[config.mk]
export PLATFORM = sky130hd
export DESIGN_NAME = sprite_mover_flat
export DESIGN_NICKNAME = d
export VERILOG_FILES = /design/src/rtl/sprite_pkg.sv /design/src/rtl/sprite_mover_if.sv /design/src/rtl/sprite_rom.sv /design/src/rtl/sprite_mover.sv /design/src/flat_wrapper.sv
export SDC_FILE = /design/constraint.sdc
export NUM_CORES = 1
export LEC_CHECK = 0
export ABC_AREA = 1
export BUFFER_PORTS_ARGS = -buffer_cell sky130_fd_sc_hd__buf_4
export CORE_ASPECT_RATIO = 0.75
export CORE_MARGIN = 1.5
export CORE_UTILIZATION = 58
export DETAILED_ROUTE_END_ITERATION = 8
export GPL_TIMING_DRIVEN = 0
export PLACE_DENSITY = 0.81
export SLEW_MARGIN = 20
export SYNTH_ARGS = -nofsm -noshare
export SYNTH_HDL_FRONTEND = slang
export SYNTH_SLANG_ARGS = --single-unit
export TNS_END_PERCENT = 100
[constraint.sdc]
create_clock -name clk -period 3.4 [get_ports clk]
set_input_delay 0.68 -clock clk [delete_from_list [all_inputs] [get_ports clk]]
set_output_delay 0.68 -clock clk [all_outputs]
set_load 0.01 [all_outputs]
[src/rtl/sprite_pkg.sv]
// Shared definitions for the sprite mover: FSM state encoding, RGB444
// colour constants and the sprite bitmap generator used by the ROM.
package sprite_pkg;

   // Debug-visible FSM encoding; the order matches the operation flow.
   typedef enum logic [1:0] {
      S_IDLE  = 2'd0,
      S_ERASE = 2'd1,
      S_DRAW  = 2'd2,
      S_DONE  = 2'd3
   } sprite_state_t;

   // RGB444 colour constants.
   localparam logic [11:0] RGB_BLACK = 12'h000;
   localparam logic [11:0] RGB_WHITE = 12'hFFF;
   localparam logic [11:0] RGB_RED   = 12'hF00;
   localparam logic [11:0] RGB_GREEN = 12'h0F0;
   localparam logic [11:0] RGB_BLUE  = 12'h00F;

   // Sprite bitmap: entry 0 is black (the transparent key by default).
   // Every other entry is non-black, so erase and draw pixels can be told apart.
   function automatic logic [31:0] rom_pattern(input logic [31:0] addr);
      return (addr * 32'h0000_0123) & 32'h0000_0FFF;
   endfunction

endpackage

[src/rtl/sprite_mover_if.sv]
// Command/pixel bundle between a game-control FSM (master) and the sprite
// mover (slave), plus the framebuffer write port driven by the mover.
//
// Handshake: start/load are single-cycle requests that are only honoured
// while busy is low. A start is accepted on the clock edge where it is
// sampled with busy low and load low; busy rises on that same edge and
// falls when the operation returns to idle, when done pulses for one cycle.
// Requests that arrive while busy is high are dropped, never queued. load
// takes priority over start when both are presented together.
interface sprite_mover_if
   import sprite_pkg::*;
#(
   parameter int X_W   = 8,
   parameter int Y_W   = 7,
   parameter int COL_W = 12,
   parameter int D_W   = 4
);
   logic             start;
   logic             erase_en;
   logic [D_W-1:0]   dx;
   logic [D_W-1:0]   dy;
   logic             load;
   logic [X_W-1:0]   load_x;
   logic [Y_W-1:0]   load_y;
   logic             busy;
   logic             done;
   logic             plot;
   logic [X_W-1:0]   x_out;
   logic [Y_W-1:0]   y_out;
   logic [COL_W-1:0] colour_out;
   logic [X_W-1:0]   pos_x;
   logic [Y_W-1:0]   pos_y;
   sprite_state_t    state;

   modport master (
      output start, erase_en, dx, dy, load, load_x, load_y,
      input  busy, done, plot, x_out, y_out, colour_out, pos_x, pos_y, state
   );

   modport slave (
      input  start, erase_en, dx, dy, load, load_x, load_y,
      output busy, done, plot, x_out, y_out, colour_out, pos_x, pos_y, state
   );
endinterface

[src/rtl/sprite_rom.sv]
// Sprite bitmap ROM: combinational read, one colour per pixel, row-major
// (x fastest). Contents come from the package bitmap generator.
module sprite_rom
   import sprite_pkg::*;
#(
   parameter int DEPTH = 64,
   parameter int COL_W = 12,
   parameter int AW    = $clog2(DEPTH)
) (
   input  logic [AW-1:0]    i_addr,
   output logic [COL_W-1:0] o_data
);
   // Pure lookup: the address selects one bitmap entry.
   assign o_data = COL_W'(rom_pattern(32'(i_addr)));
endmodule

[src/rtl/sprite_mover.sv]
// Sprite mover top: keeps one sprite's position and, per move command,
// erases the old footprint and redraws at the clamped new position, one
// pixel per clock on the framebuffer write port.
// Optional feature macro: SPRITE_TRANSPARENT_EN (DRAW pixels whose ROM
// colour equals KEY_COLOUR are not plotted; timing is unchanged).
// SPR_W and SPR_H must be powers of two and at least 2.
module sprite_mover
   import sprite_pkg::*;
#(
   parameter int SPR_W      = 16,
   parameter int SPR_H      = 4,
   parameter int X_W        = 8,
   parameter int Y_W        = 7,
   parameter int COL_W      = 12,
   parameter int D_W        = 4,
   parameter int SCREEN_W   = 160,
   parameter int SCREEN_H   = 120,
   parameter int INIT_X     = 72,
   parameter int INIT_Y     = 56,
   parameter int BG_COLOUR  = 0,
   parameter int KEY_COLOUR = 0
) (
   input  logic          clk,
   input  logic          reset,
   sprite_mover_if.slave bus
);
   localparam int NPIX  = SPR_W * SPR_H;
   localparam int PTR_W = $clog2(NPIX);
   localparam int PX_W  = $clog2(SPR_W);
   localparam int PY_W  = PTR_W - PX_W;

   // Clamp limits, held in the widened signed domain used for the sums.
   localparam logic signed [X_W+1:0] MAX_X = (X_W+2)'(SCREEN_W - SPR_W);
   localparam logic signed [Y_W+1:0] MAX_Y = (Y_W+2)'(SCREEN_H - SPR_H);

`ifdef SPRITE_TRANSPARENT_EN
   localparam bit TRANSPARENT = 1'b1;
`else
   localparam bit TRANSPARENT = 1'b0;
`endif

   // Two guard bits keep position+delta free of overflow for any position.
   function automatic logic [X_W-1:0] clamp_x(input logic signed [X_W+1:0] v);
      if (v[X_W+1])     return '0;
      else if (v > MAX_X) return MAX_X[X_W-1:0];
      else              return v[X_W-1:0];
   endfunction

   function automatic logic [Y_W-1:0] clamp_y(input logic signed [Y_W+1:0] v);
      if (v[Y_W+1])     return '0;
      else if (v > MAX_Y) return MAX_Y[Y_W-1:0];
      else              return v[Y_W-1:0];
   endfunction

   sprite_state_t    r_state;
   logic [PTR_W-1:0] r_ptr;
   logic [X_W-1:0]   r_pos_x;
   logic [Y_W-1:0]   r_pos_y;
   logic [X_W-1:0]   r_nx;
   logic [Y_W-1:0]   r_ny;
   logic             r_busy;
   logic             r_done;
   logic             r_plot;
   logic [X_W-1:0]   r_x;
   logic [Y_W-1:0]   r_y;
   logic [COL_W-1:0] r_col;

   sprite_state_t         w_state_nxt;
   logic                  w_plot_nxt;
   logic [X_W-1:0]        w_x_nxt;
   logic [Y_W-1:0]        w_y_nxt;
   logic [COL_W-1:0]      w_col_nxt;
   logic [PX_W-1:0]       w_px;
   logic [PY_W-1:0]       w_py;
   logic                  w_ptr_last;
   logic [COL_W-1:0]      w_rom_data;
   logic                  w_draw_vis;
   logic                  w_accept;
   logic                  w_load_ok;
   logic signed [X_W+1:0] w_sum_x;
   logic signed [Y_W+1:0] w_sum_y;
   logic signed [X_W+1:0] w_load_sx;
   logic signed [Y_W+1:0] w_load_sy;

   sprite_rom #(
      .DEPTH (NPIX),
      .COL_W (COL_W),
      .AW    (PTR_W)
   ) u_rom (
      .i_addr (r_ptr),
      .o_data (w_rom_data)
   );

   assign w_px       = r_ptr[PX_W-1:0];
   assign w_py       = r_ptr[PTR_W-1:PX_W];
   assign w_ptr_last = (r_ptr == PTR_W'(NPIX - 1));
   assign w_draw_vis = !(TRANSPARENT && (w_rom_data == COL_W'(KEY_COLOUR)));

   // load is only honoured in idle and shadows a simultaneous start.
   assign w_load_ok = (r_state == S_IDLE) && bus.load;
   assign w_accept  = (r_state == S_IDLE) && bus.start && !bus.load;

   assign w_sum_x   = $signed({2'b00, r_pos_x}) + $signed({{(X_W+2-D_W){bus.dx[D_W-1]}}, bus.dx});
   assign w_sum_y   = $signed({2'b00, r_pos_y}) + $signed({{(Y_W+2-D_W){bus.dy[D_W-1]}}, bus.dy});
   assign w_load_sx = $signed({2'b00, bus.load_x});
   assign w_load_sy = $signed({2'b00, bus.load_y});

   // Next state and next pixel-port values, derived from the current state and pointer.
   always_comb begin
      w_state_nxt = r_state;
      w_plot_nxt  = 1'b0;
      w_x_nxt     = '0;
      w_y_nxt     = '0;
      w_col_nxt   = '0;
      case (r_state)
         S_IDLE: begin
            if (w_accept) w_state_nxt = bus.erase_en ? S_ERASE : S_DRAW;
         end
         S_ERASE: begin
            w_plot_nxt = 1'b1;
            w_x_nxt    = r_pos_x + X_W'(w_px);
            w_y_nxt    = r_pos_y + Y_W'(w_py);
            w_col_nxt  = COL_W'(BG_COLOUR);
            if (w_ptr_last) w_state_nxt = S_DRAW;
         end
         S_DRAW: begin
            w_plot_nxt = w_draw_vis;
            w_x_nxt    = r_nx + X_W'(w_px);
            w_y_nxt    = r_ny + Y_W'(w_py);
            w_col_nxt  = w_rom_data;
            if (w_ptr_last) w_state_nxt = S_DONE;
         end
         S_DONE: begin
            w_state_nxt = S_IDLE;
         end
         default: w_state_nxt = S_IDLE;
      endcase
   end

   // State register; reset aborts any operation on the spot.
   always_ff @(posedge clk or posedge reset) begin
      if (reset) r_state <= S_IDLE;
      else       r_state <= w_state_nxt;
   end

   // Datapath registers: pointer, positions, target and all registered outputs.
   always_ff @(posedge clk or posedge reset) begin
      if (reset) begin
         r_ptr   <= '0;
         r_pos_x <= X_W'(INIT_X);
         r_pos_y <= Y_W'(INIT_Y);
         r_nx    <= '0;
         r_ny    <= '0;
         r_busy  <= 1'b0;
         r_done  <= 1'b0;
         r_plot  <= 1'b0;
         r_x     <= '0;
         r_y     <= '0;
         r_col   <= '0;
      end else begin
         r_busy <= (w_state_nxt != S_IDLE);
         r_done <= (r_state == S_DONE);
         r_plot <= w_plot_nxt;
         r_x    <= w_x_nxt;
         r_y    <= w_y_nxt;
         r_col  <= w_col_nxt;
         // The pointer wraps to 0 on its own at the end of each phase.
         if ((r_state == S_ERASE) || (r_state == S_DRAW)) r_ptr <= r_ptr + PTR_W'(1);
         if (w_accept) begin
            r_nx <= clamp_x(w_sum_x);
            r_ny <= clamp_y(w_sum_y);
         end
         if (w_load_ok) begin
            r_pos_x <= clamp_x(w_load_sx);
            r_pos_y <= clamp_y(w_load_sy);
         end else if (r_state == S_DONE) begin
            r_pos_x <= r_nx;
            r_pos_y <= r_ny;
         end
      end
   end

   assign bus.busy       = r_busy;
   assign bus.done       = r_done;
   assign bus.plot       = r_plot;
   assign bus.x_out      = r_x;
   assign bus.y_out      = r_y;
   assign bus.colour_out = r_col;
   assign bus.pos_x      = r_pos_x;
   assign bus.pos_y      = r_pos_y;
   assign bus.state      = r_state;

endmodule
[src/flat_wrapper.sv]
// flat-port wrapper written by rule: the top's interface ports become plain ports
module sprite_mover_flat import sprite_pkg::*;
#(
   parameter int SPR_W      = 16,
   parameter int SPR_H      = 4,
   parameter int X_W        = 8,
   parameter int Y_W        = 7,
   parameter int COL_W      = 12,
   parameter int D_W        = 4,
   parameter int SCREEN_W   = 160,
   parameter int SCREEN_H   = 120,
   parameter int INIT_X     = 72,
   parameter int INIT_Y     = 56,
   parameter int BG_COLOUR  = 0,
   parameter int KEY_COLOUR = 0
)
  (clk, reset, bus_start, bus_erase_en, bus_dx, bus_dy, bus_load, bus_load_x, bus_load_y, bus_busy, bus_done, bus_plot, bus_x_out, bus_y_out, bus_colour_out, bus_pos_x, bus_pos_y, bus_state);
  sprite_mover_if #(.X_W(X_W), .Y_W(Y_W), .COL_W(COL_W), .D_W(D_W)) bus_i ();
  input  logic clk;
  input  logic reset;
  input wire logic [$bits(bus_i.start)-1:0] bus_start;
  input wire logic [$bits(bus_i.erase_en)-1:0] bus_erase_en;
  input wire logic [$bits(bus_i.dx)-1:0] bus_dx;
  input wire logic [$bits(bus_i.dy)-1:0] bus_dy;
  input wire logic [$bits(bus_i.load)-1:0] bus_load;
  input wire logic [$bits(bus_i.load_x)-1:0] bus_load_x;
  input wire logic [$bits(bus_i.load_y)-1:0] bus_load_y;
  output wire logic [$bits(bus_i.busy)-1:0] bus_busy;
  output wire logic [$bits(bus_i.done)-1:0] bus_done;
  output wire logic [$bits(bus_i.plot)-1:0] bus_plot;
  output wire logic [$bits(bus_i.x_out)-1:0] bus_x_out;
  output wire logic [$bits(bus_i.y_out)-1:0] bus_y_out;
  output wire logic [$bits(bus_i.colour_out)-1:0] bus_colour_out;
  output wire logic [$bits(bus_i.pos_x)-1:0] bus_pos_x;
  output wire logic [$bits(bus_i.pos_y)-1:0] bus_pos_y;
  output wire logic [$bits(bus_i.state)-1:0] bus_state;
  assign bus_i.start = bus_start;
  assign bus_i.erase_en = bus_erase_en;
  assign bus_i.dx = bus_dx;
  assign bus_i.dy = bus_dy;
  assign bus_i.load = bus_load;
  assign bus_i.load_x = bus_load_x;
  assign bus_i.load_y = bus_load_y;
  assign bus_busy = bus_i.busy;
  assign bus_done = bus_i.done;
  assign bus_plot = bus_i.plot;
  assign bus_x_out = bus_i.x_out;
  assign bus_y_out = bus_i.y_out;
  assign bus_colour_out = bus_i.colour_out;
  assign bus_pos_x = bus_i.pos_x;
  assign bus_pos_y = bus_i.pos_y;
  assign bus_state = bus_i.state;
  sprite_mover #(.SPR_W(SPR_W), .SPR_H(SPR_H), .X_W(X_W), .Y_W(Y_W), .COL_W(COL_W), .D_W(D_W), .SCREEN_W(SCREEN_W), .SCREEN_H(SCREEN_H), .INIT_X(INIT_X), .INIT_Y(INIT_Y), .BG_COLOUR(BG_COLOUR), .KEY_COLOUR(KEY_COLOUR)) u_core (.clk(clk), .reset(reset), .bus(bus_i));
endmodule
# Word level (Yosys, flattened, before mapping)
# Cells that the tools add are included.
[totals] in_bits=28 out_inout_bits=47 ff_bits=68
[classes] n_lt_le_gt_ge=4 n_eq_ne=4 n_reduce_logical=9 n_addsub=7 n_mux=19 multipliers=1
[op_table] op="8-bit 2-to-1 mux" n=5
[op_table] op="7-bit 2-to-1 mux" n=5
[op_table] op="8-bit by 4-bit adder with 8-bit output" n=2
[op_table] op="8-bit case mux with 2 select lines" n=1
[op_table] op="7-bit by 2-bit adder with 7-bit output" n=2
[op_table] op="7-bit case mux with 2 select lines" n=1
[op_table] op="6-bit by 9-bit multiplier with 12-bit output (second input constant)" n=1
[op_table] op="12-bit 2-to-1 mux" n=1
[op_table] op="9-bit by 4-bit adder with 10-bit output" n=1
[op_table] op="10-bit by 9-bit greater-than comparator with 1-bit output (second input constant)" n=1
[op_table] op="8-bit by 4-bit adder with 9-bit output" n=1
[op_table] op="9-bit by 8-bit greater-than comparator with 1-bit output (second input constant)" n=1
[op_table] op="8-bit greater-than comparator (second input constant)" n=1
[op_table] op="2-bit 2-to-1 mux" n=4
[op_table] op="2-bit case mux with 4 select lines" n=1
[op_table] op="7-bit greater-than comparator (second input constant)" n=1
[op_table] op="6-bit by 1-bit adder with 6-bit output (second input constant)" n=1
[op_table] op="6-bit == test (second input constant)" n=1
[op_table] op="2-bit == test (second input constant)" n=2
[op_table] op="2-bit nonzero test" n=2
[op_table] op="1-bit logical AND" n=3
[op_table] op="2-bit by 1-bit == test with 1-bit output (second input constant)" n=1
[op_table] op="2-bit zero test" n=1
[op_table] op="2-bit OR reduction" n=1
[op_table] op="3 further kinds" n=3

# Depth between registers and ports, before layout
# Gate-level depths: netlist of the first run.
[logic_depth] word_depth=6 depth_mapped=16 depth_no_buf=14

# Cells and area by module
# From an unflattened synthesis of the first run, not the netlist that was laid out.
[hier_totals] cells_unflattened=630 area_unflattened_um2=4887.2
[by_module_without_submodules] mod="sprite_mover" seq_area_each_um2=1707.9 n_inst=1 area_each_um2=4264.1 cells_each=538
[by_module_without_submodules] mod="sprite_rom" seq_area_each_um2=0.0 n_inst=1 area_each_um2=623.1 cells_each=92

# Least setup slack after synthesis of the first run
# No wires, ideal clock.
[synth_timing] path_kind="register to register" startpoint="register u_core.r_state[0], in the netlist u_core.bus.state[0]" endpoint="register u_core.r_x[6], in the netlist u_core.bus.x_out[6]" arrival_time_ps=2445 path_buffers=3 required_time_ps=3270 synth_period_minus_slack_ps=2575 path_slack_ps=825 path_stages_with_launch=17 path_cell_list="dfrtp_1 inv_1 ha_1 buf_4 buf_2 buf_2 nand2_1 nand2_1 ha_1 inv_1 fa_1 nor2_1 a211oi_1 nor2_1 nand2_1 o21ai_0 a21oi_1"
[synth_via] elab_chain_len=2 word_cells_on_any_way=3 cone_classes="eq/ne (2); mux (1)"
[synth_lines] item="start: declaration" line_no="sprite_mover.sv:55" rtl="sprite_state_t r_state;"
[synth_lines] item="start signal: assignment" line_no="sprite_mover.sv:143" rtl="else r_state <= w_state_nxt;"
[synth_lines] item="2-bit == test or 2-bit by 1-bit == test with 1-bit output (tied branches)" line_no="sprite_mover.sv:115" rtl="case (r_state)"
[synth_lines] item="8-bit case mux with 2 select lines (*)" line_no="sprite_mover.sv:115"
[synth_lines] item="named net u_core.w_x_nxt[6]" line_no="sprite_mover.sv:70" rtl="logic [X_W-1:0] w_x_nxt;"
[synth_lines] item="end signal: assignment" line_no="sprite_mover.sv:164" rtl="r_x <= w_x_nxt;"
[synth_lines] item="end: declaration" line_no="sprite_mover.sv:64" rtl="logic [X_W-1:0] r_x;"
# Mark *: on every way through the listed nets, which the timed path passes. The rest lies on a longest branch.
# A chain may end at the register's enable or synchronous reset.

# Worst setup path after layout of the first run
[layout_timing] startpoint="register u_core.r_state[0], in the netlist u_core.bus.state[0]" endpoint="register u_core.r_y[6], in the netlist u_core.bus.y_out[6]"
[layout_via] elab_chain_len=2 word_cells_on_any_way=3 cone_classes="eq/ne (2); mux (1)"
[layout_lines] item="2-bit == test or 2-bit by 1-bit == test with 1-bit output (tied branches)" line_no="sprite_mover.sv:115"
[layout_lines] item="7-bit case mux with 2 select lines (*)" line_no="sprite_mover.sv:115"
[layout_lines] item="named net u_core.w_y_nxt[6]" line_no="sprite_mover.sv:71" rtl="logic [Y_W-1:0] w_y_nxt;"
[layout_lines] item="end signal: assignment" line_no="sprite_mover.sv:165" rtl="r_y <= w_y_nxt;"
[layout_lines] item="end: declaration" line_no="sprite_mover.sv:65" rtl="logic [Y_W-1:0] r_y;"
# Marked as above.

==> results of run 1 <==
## state kept, by name, summed over array words and instances (netlist names)
register               flops
u_core.bus.colour_out     12
u_core.bus.pos_x           8
u_core.bus.x_out           8
u_core.r_nx                8
u_core.bus.pos_y           7
u_core.bus.y_out           7
u_core.r_ny                7
u_core.r_ptr               6
u_core.bus.state           2
u_core.bus.busy            1
u_core.bus.done            1
u_core.bus.plot            1
## critical path: stages (launching register included)
cell and delay, ps:
dfrtp_1 440, inv_1 140, ha_1 240, buf_4 280, clkbuf_4 270, nand2_1 60, nand2_1 70, ha_1 180
inv_1 70, fa_1 410, a21oi_2 170, nand3_1 110, nor2_1 190, o21ai_1 80, a21oi_1 190
## where the power goes
group / switching [mW] / internal (mW)
logic: 0.0862 / 0.0571
clock network: 0.303 / 0.282
registers: 0 / 0.809
## placed cells by master (no fill, tap or decap), types with 2 or more instances in the layout
| cell | n |
|---|---|
| nor2_4 | 2 |
| o211ai_1 | 4 |
| buf_2 | 4 |
| nand2_4 | 3 |
| fa_1 | 6 |
| or2_2 | 2 |
| dfrtp_1 | 63 |
| o221ai_1 | 2 |
| dfstp_2 | 5 |
| a21oi_1 | 34 |
| nand2_2 | 5 |
| ha_1 | 51 |
| a21oi_2 | 5 |
| xnor2_1 | 5 |
| nand3b_1 | 5 |
| o21ai_1 | 4 |
| o21ai_0 | 24 |
| nand2_1 | 149 |
| nand4_1 | 18 |
| mux2i_1 | 3 |
| buf_4 | 75 |
| nor2_2 | 3 |
| nor2_1 | 39 |
| xor2_1 | 6 |
| clkbuf_8 | 10 |
| inv_1 | 77 |
| nor3_1 | 8 |
| a22oi_1 | 4 |
| clkbuf_1 | 6 |
| clkinvlp_4 | 2 |
| clkinv_2 | 2 |
| a31oi_1 | 2 |
| a21o_1 | 2 |
| inv_2 | 4 |
| nand3_1 | 41 |
| nand3_2 | 2 |
## cell families after synthesis
logic type,synth area share (%)
buffers and inverters,7.83
and+or+nand+nor,26.8
DFF,35.9
adders and majority gates,15.9
muxes,0.631
AOI/OAI and AO/OA,10.3
xor gates and xnor gates,2.60
## metal layers
layer	routed length [um]	vias to the layer above	track usage, %
met3	896	20	6.03
met2	5050	169	44.3
met1	5350	2053	38.9
met5	0	-	0
li1	-	2141	-
met4	184	0	8.42
## final cells by class
cell class	count	area share (%)
buffer	11	1.04
clock buffer	12	2.57
clock inverter	4	0.444
inverter	83	5.57
multi-input combinational	437	47.5
sequential	68	30.3
tap	105	2.33
timing repair buffer	75	10.2
## path summary, 6_finish.rpt
kind | start | to | slack (ps) | cells after the start
hold / removal | reset | u_core.bus.colour_out[8] | 300 | 2
setup / recovery | u_core.bus.state[0] | u_core.bus.y_out[6] | 400 | 14
setup reg to reg | u_core.bus.state[0] | u_core.bus.y_out[6] | 400 | 14
max in group asynchronous | reset | u_core.bus.pos_x[6] | 2500 | 3
min in group clk | u_core.r_ny[0] | u_core.r_ny[0] | 510 | 2
hold reg to reg | u_core.r_ny[0] | u_core.r_ny[0] | 510 | 2
## timing repair
item,4_1_cts,5_1_grt
resized for setup,0,1
hold buffers,0,0
setup endpoints to repair,0,2
==> results by group, run 1 <==
Outcome
  – Status: complete, no violations

Global routing
  – Largest net degree at the start of global routing: 44
  – Number of global-route vias before repair: 3979
  – First-pass GRT wire length: 18800 um
  – Initial antenna violation count: 0
  – Remaining Overflow, GRT: 0
  – GRT Total Usage: 27.9%

Synthesis
  – Post-synthesis async set-or-reset flop share: 100%
  – Cell count after synthesis: 600
  – Cell accounting for the most synthesized area: dfrtp_1
  – Number of synthesized register bits: 68
  – Post-synth EDFFs: 0
  – Synth Net Count: 685
  – Area of the mapped netlist: 4760 um^2
  – Yosys Warn Count: 0
  – Synth top area cells: dfrtp_1, ha_1, nand2_1
  – Top_reg_cell synth: dfrtp_1
  – Synth cell count leaders: nand2_1, inv_1, dfrtp_1
  – Seq/Total Area, Yosys: 35.9%
  – Cell with the most instances after synthesis: nand2_1
  – Syn Area/Cell: 7.93 um^2
  – Post-synth top area share: 33.1%
  – Post-synth cell types: 43

Clock network
  – Setup bufs post-CTS: 0
  – H-Tree Depth: 3
  – Clock slew at reported path FFs: 70 ps
  – CTS sink count: 68
  – Clock Latency Late Sink: 350 ps
  – CTS tree: built
  – Root Driver: clkbuf_8
  – Worst-case clock buffer depth: 2
  – TritonCTS buffer count: 9

Detailed routing
  – DRT Pass-1 Iters: 5
  – Via count: 4383
  – Drt via density: 5.51
  – Post-route ant nets: 0
  – DRC viols: 0
  – DR iter-0 viols: 306
  – WL/cell: 14.4 um
  – Drt total wl: 11500 um

STA
  – Aggregate negative setup slack: 0 ps
  – Final Hold Fails: 0
  – Final clock skew: 8.84 ps
  – Worst-margin pin slew: 467 ps
  – Final WS setup: 404 ps
  – Hold Slack: 302 ps
  – RSZ-0062 raised after global routing: no
  – Final setup vio count: 0
  – F_max: 334 MHz
  – Min cycle time layout: 3000 ps
  – Slew HR: 68.6%
  – Final Max Slew Viols: 0
  – Post-route clock period utilization: 88.1%

Final layout
  – Area grow syn2layout: 18.4%
  – Register area: 1710 um^2
  – Ant diodes: 0
  – Final core occ: 71.2%
  – Layout fillers: 641
  – Non-Filler Instances: 795
  – Layout cells sized above 1: 18.8%
  – Layout Nets: 770
  – Area of the multi-input gates: 2680 um^2
  – Final instance area: 5640 um^2

Power
  – Static Leak: 3.06 nW
  – Tot Pwr: 1.54 mW
  – Cell Pwr Density: 273 nW/um^2
  – IR drop worst, VDD: 242 uV

Worst setup path
  – Worst path required time: 3650 ps
  – Critical Path Start Type: flip-flop
  – Critical path endpoint category: flip-flop
  – Critical path class: flip-flop to flip-flop
  – Worst-path maximum fanout: 19
  – Crit path DAT: 3250 ps

Die
  – Die height: 81.5 um
  – Core area: 7920 um^2
  – Row count: 28
  – I/O pins: 75
  – Die area: 8760 um^2
  – Die width: 108 um
  – Effective utilization at floorplan: 60.1%

Min path
  – Kind of path behind the tightest hold check: input port to async pin

Place
  – DP Area: 5470 um^2
  – HPWL after DPL: 9190 um
  – Number of placed cells counting well taps: 780
  – Final weighted congestion in routability-driven placement: 0.912
  – Port-buffer cells: 74
  – Pre-CTS setup slack: 254 ps

Job
  – Max_cap viols: 0
Note: power is estimated with default switching activity, not from simulation.
==> inputs of run 2 (changes only) <==
- CELL_PAD_IN_SITES_DETAIL_PLACEMENT: not set -> 1
- CELL_PAD_IN_SITES_GLOBAL_PLACEMENT: not set -> 2
- CORE_UTILIZATION: 58 -> 34
- PLACE_DENSITY: 0.81 -> not set
- PLACE_DENSITY_LB_ADDON: not set -> 0.1
- SKIP_LAST_GASP: not set -> 1
==> run 2 against run 1 <==
  * The flow now finishes with violations (design-rule violations)
  * Via count shrank 1.6%
  * Worst hold slack lost 26 ps
  * Largest cell class unchanged
  * Final cell count grew 8.8%
  * Worst setup slack gained 29 ps
  * Power grew 37%
  * Critical path depth is the same
==> results by group, run 2 (synthesized netlist as in run 1, its figures left out) <==
Outcome
  – Status: complete, but fails checks
  – Failing checks: design-rule violations

Place
  – Pre-CTS setup slack: 194 ps
  – HPWL after DPL: 11200 um
  – Port-buffer cells: 74
  – DP Area: 5560 um^2
  – Final weighted congestion in routability-driven placement: 0.804

Clock network
  – Clock Latency Late Sink: 340 ps
  – CTS sink count: 68
  – Clock slew at reported path FFs: 50 ps
  – CTS tree: built
  – Root Driver: clkbuf_16
  – Worst-case clock buffer depth: 2
  – # hold bufs at CTS: 0
  – H-Tree Depth: 3
  – TritonCTS buffer count: 9

Detailed routing
  – Post-route ant nets: 0
  – DRT Pass-1 Iters: 6
  – DRC viols: 7
  – WL/cell: 16.3 um
  – Via count: 4311
  – DR iter-0 viols: 218
  – Drt via density: 4.98
  – Drt total wl: 14100 um

Die
  – Die height: 105 um
  – Die width: 140 um
  – I/O pins: 75
  – Row count: 37
  – Effective utilization at floorplan: 34.7%
  – Die area: 14700 um^2
  – Core area: 13700 um^2

Global routing
  – Met2 usage: 29.3%
  – Met1 usage: 31.4%
  – Largest net degree at the start of global routing: 53
  – Number of global-route vias before repair: 4379
  – Met3 Use GR: 4.36%
  – Initial antenna violation count: 0
  – GRT Max-Usage Layer: met1
  – Remaining Overflow, GRT: 0
  – First-pass GRT wire length: 23100 um
  – GRT Total Usage: 20.3%

Worst setup path
  – R2R cell count: 14
  – Crit path DAT: 3220 ps
  – Critical Path Start Type: flip-flop
  – Worst path required time: 3650 ps
  – Critical path endpoint category: flip-flop
  – Worst-path maximum fanout: 19
  – Critical path class: flip-flop to flip-flop

Power
  – Switching part of the total power: 21.1%
  – Static Leak: 3.16 nW
  – Combinational power share: 7.1%
  – IR drop worst, VDD: 266 uV
  – Cell Pwr Density: 354 nW/um^2
  – Internal power: 1.66 mW
  – Seq pwr share: 38.6%
  – Clk network pwr share: 54.3%
  – Switching power: 0.443 mW

Min path
  – Kind of path behind the tightest hold check: input port to async pin

Final layout
  – Layout cells sized above 1: 19.1%
  – Commonest non-fill, non-tap cell in the layout: nand2_1
  – Area grow syn2layout: 24.5%
  – Layout Nets: 770
  – Final core occ: 43.2%
  – Largest register FFs: 12
  – Most frequent cells in the layout: nand2_1, inv_1, buf_4, dfrtp_1, ha_1
  – Final instance area: 5930 um^2
  – Ant diodes: 0
  – Layout fillers: 1682

STA
  – Final setup vio count: 0
  – Min cycle time layout: 2970 ps
  – F_max: 337 MHz
  – Final WS setup: 432 ps
  – Aggregate negative setup slack: 0 ps
  – RSZ-0062 raised after global routing: no
  – Slew HR: 60.7%
  – Post-route clock period utilization: 87.3%
  – Final Max Slew Viols: 0
  – Worst-margin pin slew: 585 ps
  – Final clock skew: 5.43 ps
  – Final Hold Fails: 0
  – Hold Slack: 275 ps

Job
  – Max_cap viols: 0
[run 2: power groups by stage]
stage | combinational, mW | sequential [mW] | clock [mW]
floorplan | 0.0893 | 0.824 | 0
global placement | 0.143 | 0.824 | 0
detailed placement | 0.152 | 0.824 | 0
CTS | 0.153 | 0.810 | 1.16
global route | 0.169 | 0.809 | 1.20
finish | 0.150 | 0.810 | 1.14
[run 2: layer usage]
layer,part of all wire [%],vias to the layer above,wire [um]
li1,-,2143,-
met2,42,82,5860
met4,0.60,0,85
met5,0,-,0
met3,4.7,7,657
met1,53,2079,7470
[run 2: critical path, cell delays in order (launching register included)]
cell      delay (ps)
dfrtp_1          450
inv_1            140
ha_1             280
buf_4            290
clkbuf_4         280
nand2_1           70
nand2_1           70
ha_1             150
inv_1             60
fa_1             420
a21oi_2          180
nand3_1          120
nor2_1           140
o21ai_1           70
a21oi_1          160
[run 2: final cells by class]
type	count	area, um^2	share of cell area [%]
inverters	83	314	5.30
repair buffers	75	583	9.84
plain buffers	11	58.8	0.992
flip-flops and latches	68	1710	28.8
multi-input cells	437	2680	45.2
clock inverters	7	139	2.34
clock buffers	9	225	3.80
well taps	175	219	3.70
[run 2: worst paths after layout]
| kind | from | end | slack [ps] |
|---|---|---|---|
| worst max-delay path | u_core.bus.state[0] | u_core.bus.y_out[6] | 430 |
| min in group clk | u_core.r_ny[5] | u_core.r_ny[5] | 520 |
| worst max register to register | u_core.bus.state[0] | u_core.bus.y_out[6] | 430 |
| max in group asynchronous | reset | u_core.bus.pos_x[3] | 2540 |
| worst min-delay path | reset | u_core.bus.busy | 280 |
| worst min register to register | u_core.r_ny[5] | u_core.r_ny[5] | 520 |
[run 2: repair_timing]
item,in CTS,in global routing
endpoints found under the setup margin,0,2
setup buffers,0,0
gates resized for setup,0,1
[run 2: through the flow]
stage / total power [mW] / instances
after floorplan: 0.913 / 600
after global placement: 0.967 / 849
after detailed placement: 0.976 / 850
after CTS: 2.13 / 866
after global routing: 2.18 / 865
final: 2.10 / 865
==> inputs of run 3 (changes only) <==
- BUFFER_PORTS_ARGS: -buffer_cell sky130_fd_sc_hd__buf_4 -> -buffer_cell sky130_fd_sc_hd__buf_2
==> run 3 against run 2 <==
  * The flow still finishes with violations (design-rule violations)
  * Largest power group unchanged
  * Die area is the same
  * Count of clock-buffer cells in the layout grew 7
  * Power shrank 10%
  * Clock skew grew 3.3 ps
  * Final cell count is the same
  * Register-to-register slack lost 20 ps
  * Non-clock buffer count is the same
  * Critical path type unchanged
  * Critical endpoint unchanged
  * Critical path depth is the same
==> results by group, run 3 (synthesized netlist as in run 1, its figures left out) <==
Clock network
  – TritonCTS buffer count: 9
  – Worst-case clock buffer depth: 2
  – CTS sink count: 68
  – H-Tree Depth: 3
  – Clock slew at reported path FFs: 50 ps
  – # hold bufs at CTS: 0
  – Clock Latency Late Sink: 340 ps
  – Root Driver: clkbuf_16
  – CTS tree: built

Power
  – Static Leak: 3.09 nW
  – Combinational power share: 7.5%
  – Cell Pwr Density: 332 nW/um^2
  – Internal power: 1.45 mW
  – Switching power: 0.430 mW
  – IR drop worst, VDD: 225 uV
  – Tot Pwr: 1.88 mW
  – Switching part of the total power: 22.8%
  – Seq pwr share: 43.0%
  – Clk network pwr share: 49.5%

Place
  – Port-buffer cells: 74
  – HPWL after DPL: 11300 um
  – Final weighted congestion in routability-driven placement: 0.803
  – Number of placed cells counting well taps: 850
  – Pre-CTS setup slack: 180 ps

Detailed routing
  – WL/cell: 16.2 um
  – Post-route ant nets: 0
  – Drt via density: 4.93
  – Via count: 4262
  – DR iter-0 viols: 190
  – Drt total wl: 14000 um
  – DRC viols: 7
  – DRT Pass-1 Iters: 6

STA
  – Final WS setup: 409 ps
  – Aggregate negative setup slack: 0 ps
  – F_max: 334 MHz
  – Hold Slack: 312 ps
  – Final setup vio count: 0
  – Post-route clock period utilization: 88.0%
  – Final clock skew: 8.78 ps
  – Slew HR: 60.4%
  – Final Max Slew Viols: 0
  – Min cycle time layout: 2990 ps
  – Final Hold Fails: 0
  – Worst-margin pin slew: 589 ps
  – RSZ-0062 raised after global routing: no

Final layout
  – Layout fillers: 1713
  – Commonest non-fill, non-tap cell in the layout: nand2_1
  – Register area: 1710 um^2
  – Most frequent cells in the layout: nand2_1, buf_2, inv_1, dfrtp_1, ha_1
  – Non-Filler Instances: 865
  – Area of the multi-input gates: 2680 um^2
  – Layout Nets: 770
  – Area grow syn2layout: 19.3%
  – Ant diodes: 0
  – Largest register FFs: 12
  – Layout cells sized above 1: 18.8%

Min path
  – Kind of path behind the tightest hold check: input port to async pin

Global routing
  – GRT Total Usage: 20.6%
  – Number of global-route vias before repair: 4446
  – Largest net degree at the start of global routing: 47
  – First-pass GRT wire length: 23400 um
  – Initial antenna violation count: 0
  – Remaining Overflow, GRT: 0

Die
  – Die area: 14700 um^2
  – Die width: 140 um
  – Core area: 13700 um^2
  – Die height: 105 um
  – I/O pins: 75
  – Effective utilization at floorplan: 34.7%
  – Row count: 37

Worst setup path
  – Critical path buffers and inverters: 4
  – Critical path's slowest cell: dfrtp_1
  – Crit-path cells: inv_1 -> ha_1 -> buf_4 -> clkbuf_4 -> nand2_1 -> nand2_1 -> ha_1 -> inv_1 -> fa_1 -> a21oi_2 -> nand3_1 -> nor2_1 -> o21ai_1 -> a21oi_1
  – Crit path DAT: 3240 ps
  – Worst-path maximum fanout: 19
  – Critical path endpoint category: flip-flop
  – Worst path required time: 3650 ps
  – Family with the most delay on the worst path: adder cells
  – Critical path class: flip-flop to flip-flop
  – Slowest stage delay, CP: 440 ps
  – Critical Path Start Type: flip-flop

Outcome
  – Status: complete, but fails checks
  – Failing checks: design-rule violations

Job
  – Max_cap viols: 0
run 3: cell count changes in the layout (fill, tap and decap cells not counted):
cell       before  now
buf_2           4   78
buf_4          75    1
clkbuf_8        0    5
bufinv_16       4    0
clkbuf_1        4    6
clkinv_2        2    0
clkinv_4        1    0
run 3: per-stage QoR:
stage / instance area (um^2) / util [%]
2_1_floorplan: 4760 / -
3_3_place_gp: 5350 / 39.0
3_5_place_dp: 5380 / 39.3
4_1_cts: 5680 / 41.5
5_1_grt: 5680 / 41.4
6_report: 5680 / 41.4
run 3: metal layers:
| layer | vias to the layer above | part of all wire [%] | GRT usage, % |
|---|---|---|---|
| met5 | - | 0 | 0 |
| met4 | 0 | 0.71 | 4.06 |
| met3 | 10 | 3.9 | 4.41 |
| met2 | 71 | 42 | 30.6 |
| met1 | 2042 | 54 | 30.6 |
| li1 | 2139 | - | - |
run 3: timing repair:
item                                    4_1_cts  5_1_grt
resized for setup                             0        1
hold endpoints to repair                      0        0
setup buffers                                 0        0
endpoints found under the setup margin        0        2
run 3: final timing paths:
path | from | endpoint | slack (ps) | cells after the start
min in group clk | u_core.r_ny[4] | u_core.r_ny[4] | 510 | 2
max in group asynchronous | reset | u_core.bus.pos_x[3] | 2500 | 3
max reg2reg | u_core.bus.state[0] | u_core.bus.y_out[6] | 410 | 14
min | reset | u_core.bus.y_out[5] | 310 | 2
min reg2reg | u_core.r_ny[4] | u_core.r_ny[4] | 510 | 2
max | u_core.bus.state[0] | u_core.bus.y_out[6] | 410 | 14
run 3: power groups by stage:
stage	Clock [mW]	Sequential, mW	Combinational [mW]
final	0.933	0.810	0.141
after detailed placement	0	0.824	0.143
after global routing	0.994	0.810	0.160
after global placement	0	0.824	0.134
after CTS	0.956	0.810	0.143
after floorplan	0	0.824	0.0893
run 3: final cells by class:
class | instances | area share [%]
multi-input combinational | 437 | 47.2
sequential | 68 | 30.1
timing repair buffer | 75 | 7.01
inverter | 83 | 5.53
clock buffer | 16 | 5.31
tap | 175 | 3.86
buffer | 11 | 1.04
